[config.mk]
export PLATFORM = sky130hd
export DESIGN_NAME = ram_arbiter
export DESIGN_NICKNAME = d
export VERILOG_FILES = /design/src/rtl/ram_arbiter.sv
export SDC_FILE = /design/constraint.sdc
export NUM_CORES = 1
export LEC_CHECK = 0
export CAP_MARGIN = 20
export CORE_ASPECT_RATIO = 1.25
export CORE_MARGIN = 8
export CORE_UTILIZATION = 40
export CTS_BUF_LIST = sky130_fd_sc_hd__clkbuf_4
export DETAILED_ROUTE_END_ITERATION = 7
export HOLD_SLACK_MARGIN = 0.08
export PLACE_DENSITY = 0.78
export SLEW_MARGIN = 10
export SYNTH_ARGS = -nofsm -noshare
export SYNTH_HDL_FRONTEND = slang
export SYNTH_SLANG_ARGS = --single-unit
[constraint.sdc]
create_clock -name clk -period 1.9 [get_ports clk]
set_clock_uncertainty 0.05 [all_clocks]
set_input_delay 0.475 -clock clk [delete_from_list [all_inputs] [get_ports clk]]
set_output_delay 0.475 -clock clk [all_outputs]
set_load 0.01 [all_outputs]
[src/rtl/ram_arbiter.sv]
// Two-port round-robin arbiter in front of a single-port RAM.
// Each transaction is ACCESS then COMPLETE, so back-to-back traffic moves one per two cycles.
module ram_arbiter (
  input  logic        clk,
  input  logic        reset,
  input  logic        req0,
  input  logic        we0,
  input  logic [11:0] addr0,
  input  logic [3:0]  wdata0,
  output logic        gnt0,
  output logic        done0,
  output logic [3:0]  rdata0,
  input  logic        req1,
  input  logic        we1,
  input  logic [11:0] addr1,
  input  logic [3:0]  wdata1,
  output logic        gnt1,
  output logic        done1,
  output logic [3:0]  rdata1,
  output logic        ram_cs,
  output logic        ram_we,
  output logic [11:0] ram_addr,
  output logic [3:0]  ram_wdata,
  input  logic [3:0]  ram_rdata
);

  typedef enum logic [1:0] {
    IDLE     = 2'd0,
    ACCESS   = 2'd1,
    COMPLETE = 2'd2
  } state_t;

  state_t      state;
  state_t      state_nx;
  logic        last_grant;
  logic        owner;
  logic        lat_we;
  logic [11:0] lat_addr;
  logic [3:0]  lat_wdata;
  logic        open;
  logic        accept;
  logic        in_access;

  // Grants only while a new transaction may start; a tie goes to
  // the port that did not own the previous transaction.
  assign open   = reset && (state == IDLE || state == COMPLETE);
  assign gnt0   = open && req0 && (!req1 || last_grant);
  assign gnt1   = open && req1 && (!req0 || !last_grant);
  assign accept = (req0 && gnt0) || (req1 && gnt1);

  always_ff @(posedge clk) begin
    if (!reset) begin
      state <= IDLE;
    end else begin
      state <= state_nx;
    end
  end

  always_comb begin
    state_nx = state;
    unique case (state)
      IDLE:     state_nx = accept ? ACCESS : IDLE;
      ACCESS:   state_nx = COMPLETE;
      COMPLETE: state_nx = accept ? ACCESS : IDLE;
      default:  state_nx = IDLE;
    endcase
  end

  always_comb begin
    in_access = (state == ACCESS);
    ram_cs    = in_access;
    ram_we    = in_access && lat_we;
    ram_addr  = in_access ? lat_addr : 12'h000;
    ram_wdata = (in_access && lat_we) ? lat_wdata : 4'h0;
    done0     = (state == COMPLETE) && !owner;
    done1     = (state == COMPLETE) && owner;
  end

  always_ff @(posedge clk) begin
    if (!reset) begin
      last_grant <= 1'b1;
      owner      <= 1'b0;
      lat_we     <= 1'b0;
      lat_addr   <= 12'h000;
      lat_wdata  <= 4'h0;
      rdata0     <= 4'h0;
      rdata1     <= 4'h0;
    end else begin
      if (accept) begin
        owner     <= gnt1;
        lat_we    <= gnt1 ? we1 : we0;
        lat_addr  <= gnt1 ? addr1 : addr0;
        lat_wdata <= gnt1 ? wdata1 : wdata0;
      end
      if (state == ACCESS) begin
        last_grant <= owner;
        if (!lat_we) begin
          if (owner) begin
            rdata1 <= ram_rdata;
          end else begin
            rdata0 <= ram_rdata;
          end
        end
      end
    end
  end

endmodule

== Yosys cells after proc, flatten, opt, wreduce, memory -nomap -nowiden ==
Cells that the tools add are included.

* Equal/unequal tests: 2
* Mux-type cells: 7
* Bitwise logic cells: 2
* Reduce and logical (&&, ||, !) cells: 22

{| class="wikitable"
|+ Operator list
! kind !! count
|-
| 2-to-1 mux 12 bit || 2
|-
| logical AND 1 bit || 10
|-
| 2-to-1 mux 4 bit || 2
|-
| AND reduction 3 bit || 2
|-
| zero test 1 bit || 4
|-
| logical OR 1 bit || 4
|-
| case mux 2 bit (2 select lines) || 1
|-
| == test 2 x 1 -> 1 bit (second input constant) || 1
|-
| == test 2 bit (second input constant) || 1
|-
| zero test 2 bit || 1
|-
| 2-to-1 mux 1 bit || 2
|-
| inverter 1 bit || 2
|-
| OR reduction 2 bit || 1
|}

* Register bits: 29
* Input port bits: 42
* Output and inout port bits: 30
* Word-level logic and storage cells: 41

== Depth between registers and ports, before layout ==
* Word-level depth: 9
* Depth in mapped cells: 6
* Depth with buffers taken out: 3

== Worst setup path before layout ==
Ideal clock, no wire load.

* Kind: input to output
* Start point: input port req1
* End point: output port gnt1
* Arrival time: 1.188 ns
* Required time: 1.375 ns
* Setup slack: 0.187 ns
* Stages: 4
* Buffers on the path: 2
* Cells stage by stage: buf_2 > nand3b_1 > buf_2 > nor2_1

* Longest elaborated chain between the ends: 2

{| class="wikitable"
|+ Ends and longest elaborated chain
! item !! line !! text
|-
| start: declaration || 13 || <nowiki>input logic req1,</nowiki>
|-
| logical AND 1 bit (2 in a row) || 48 || <nowiki>assign gnt1 = open && req1 && (!req0 || !last_grant);</nowiki>
|-
| end: declaration || 17 || <nowiki>output logic gnt1,</nowiki>
|}

No other way between the ends.

== Worst setup path in the final report ==
* Start point: register state[0]
* End point: output port ram_wdata[1]

* Longest elaborated chain between the ends: 3

{| class="wikitable"
|+ Ends and longest elaborated chain
! item !! line !! text
|-
| start: declaration || 33 || <nowiki>state_t state;</nowiki>
|-
| start signal: assignment || 55 || <nowiki>state <= state_nx;</nowiki>
|-
| == test 2 x 1 -> 1 bit || 70 || <nowiki>in_access = (state == ACCESS);</nowiki>
|-
| logical AND 1 bit || 74 || <nowiki>ram_wdata = (in_access && lat_we) ? lat_wdata : 4'h0;</nowiki>
|-
| 2-to-1 mux 4 bit || 74 ||
|-
| end: declaration || 23 || <nowiki>output logic [3:0] ram_wdata,</nowiki>
|}

No other way between the ends.

==> impl_metrics.json <==
{
  "holdBufCountCts": 0,
  "dp.cells": 278,
  "start_kind": "flop",
  "peakVddDrop_mv": 0.367,
  "via_per_inst": 5.51,
  "ioPinCount": 72,
  "p_per_area_nw_per_um2": 603,
  "wl_per_cell_um": 17.0,
  "setup_viol": 0,
  "fillers": 321,
  "grt_pass1_vias": 1638,
  "cts_sinks": 29,
  "grt_pass1_wl_mm": 7.91,
  "first_iter_violations": 67,
  "ys_seq_area_share_pct": 37.9,
  "hold_viol_final": 0,
  "period_needed_ps": 1850,
  "setup_ws_ps": 47.8,
  "startpoint": "state[0]",
  "crit_top_cell": "buf_6",
  "port_buffers": 71,
  "avgSynthCellArea_um2": 9.07,
  "die_h_um": 85.2,
  "place_area_um2": 2310,
  "max_freq_ghz": 0.540,
  "max-cap-violations": 0,
  "cp_slowest_cell": "dfxtp_2",
  "critPathMaxStageDelay_ps": 340,
  "core-area_um2": 3720,
  "overflow": 0,
  "cp.depth": 5,
  "hold_ws_ps": 449,
  "rsz0062_at_grt": "true",
  "synth.ff_latch_count": 29,
  "relSlewSlack_pct": 72.1,
  "drive_above_1_share_pct": 27.0,
  "critPathArrivalTime_ps": 1330,
  "crit_family": "flip-flops",
  "cp_num_buf_inv": 3,
  "drt_pre_antenna_iters": 4,
  "leakage_nw": 0.919,
  "wirelength_mm": 4.90,
  "cts.clk_slew.worst_paths_ps": 90,
  "final_cells": 288,
  "path_class": "reg2out",
  "ys_types": 29,
  "dpl_worst_slack_ps": -507,
  "grt_usage_pct": 16.4,
  "worstSkewPairLatency_ps": 330,
  "rr_worst_depth": 5,
  "ant_nets": 0,
  "setup-tns-final_ps": 0,
  "row_count": 25,
  "dpl.hpwl_mm": 3.61,
  "cts_max_level": 2,
  "place.gp.congestion": 0.824,
  "drc": 0,
  "start_util_pct": 41.2,
  "fin_crit_sh_pct": 97.5,
  "grt_max_degree": 36,
  "die_area_um2": 6080,
  "die_w_um": 71.4,
  "worst_pin_slew_ps": 417,
  "cts_tree": "built",
  "syn_to_final_growth_pct": 53.8,
  "max-clock-path-buffers": 2,
  "holdPathStages": 2,
  "design_area_um2": 2360,
  "nNetsFinal": 289,
  "yosys_warnings": 0,
  "hold_class": "reg2reg",
  "n_antenna_cell": 0,
  "syn_area_um2": 1530,
  "min_from": "rdata1[1]",
  "crit_required_ps": 1370,
  "numCtsBuffers": 5,
  "num_vias": 1586,
  "status": "completed",
  "synth_fp_nets": 211,
  "antenna_found_initial": 0,
  "end_kind": "output port",
  "r2r-start": "state[0]",
  "clock-root-buffer": "clkbuf_4",
  "final_util_pct": 63.3,
  "crit_chain": "nor2b_4 -> buf_6 -> buf_6 -> and3_4 -> buf_6",
  "crit_fanout": 6,
  "syn-instance-count": 169,
  "p_total_mw": 1.42,
  "drv_slew": 0
}
## per-layer routing
layer | up-vias | wire length, µm | track usage, %
li1 | 789 | - | -
met1 | 734 | 1900 | 17.9
met2 | 55 | 2600 | 27.9
met3 | 8 | 288 | 5.42
met4 | 0 | 107 | 7.59
met5 | - | 0 | 0
## layout by cell type, fill, tap and decap left out, types with 2 or more instances in the layout
cell type         n
and2_1           14
nand2_1           3
clkbuf_4          5
and2_4            2
o21ai_0          16
clkbuf_2          3
clkdlybuf4s50_1  46
and3_4            4
a311oi_2          9
nor2b_4           2
mux2i_1           9
buf_4            17
buf_6             7
dfxtp_2           3
a311oi_1          8
clkinv_1          2
a21oi_1          17
dlygate4sd2_1     4
buf_2            12
dfxtp_1          26
nor2_1            8
nand4_1          17
## sequential cells by signal, summed over array words and instances, names as in the netlist
register,cells
last_grant,1
lat_addr,12
lat_we,1
owner,1
state,2
rdata1,4
lat_wdata,4
rdata0,4
## worst min-delay path, delay by kind of cell (launching register included)
family	cells	cell delay [ps]
simple gates	1	70
mux	1	60
flops	1	330
## cells by family after synthesis
kind of cell	Yosys count	synth area share [%]
AO/OA/AOI/OAI	52	24.9
buffers and inverters	20	7.35
flip-flops	29	37.9
multiplexers	9	5.88
AND/OR/NAND/NOR	59	24.0
## path summary, 6_finish.rpt
| check | slack [ps] | endpoint |
|---|---|---|
| setup / recovery | 50 | ram_wdata[1] |
| hold reg to reg | 450 | rdata1[1] |
| setup reg to reg | 240 | lat_addr[3] |
| hold / removal | 450 | rdata1[1] |
## final cells by class
class / instances / area, µm² / area share (%)
Inverter: 1 / 3.75 / 0.159
Clock buffer: 5 / 37.5 / 1.59
Multi-Input combinational cell: 120 / 880 / 37.3
Clock inverter: 3 / 12.5 / 0.531
Sequential cell: 29 / 584 / 24.8
Timing Repair Buffer: 90 / 790 / 33.5
Tap cell: 40 / 50.0 / 2.12
## power breakdown
part	switching, mW	total (mW)	internal [mW]
Clock	0.215	0.349	0.133
Sequential	0.0291	0.682	0.653
Combinational	0.181	0.390	0.209
Total	0.425	1.42	0.995
## what timing repair did
action / in CTS / in global routing
setup buffers: 1 / 0
pin swaps: 1 / 0
setup endpoints to repair: 22 / 20
resized for setup: 82 / 24
cloned: 1 / 0
## cell usage after synthesis
cell type / number / area share (%)
nand2_1: 3 / 0.73
nand2b_1: 1 / 0.41
and2_1: 15 / 6.1
buf_2: 5 / 1.6
nor2_1: 9 / 2.2
mux2i_1: 9 / 5.9
o22ai_1: 1 / 0.41
nor2b_1: 2 / 0.82
nand4_1: 17 / 6.9
nor4b_4: 1 / 1.6
a311oi_2: 9 / 8.8
a311oi_1: 8 / 4.6
and3_1: 5 / 2.0
inv_1: 1 / 0.24
buf_6: 3 / 2.2
and3b_1: 1 / 0.57
nand3b_1: 1 / 0.49
clkbuf_1: 7 / 1.7
clkbuf_2: 1 / 0.33
o21ai_0: 16 / 5.2
buf_4: 2 / 0.98
buf_1: 1 / 0.24
o21ai_1: 1 / 0.33
dfxtp_1: 29 / 38
a21oi_1: 17 / 5.6
or2_1: 1 / 0.41
nor3b_1: 1 / 0.49
nor4bb_1: 1 / 0.65
and2_4: 1 / 0.57
Power figures use the tool's default switching activity.
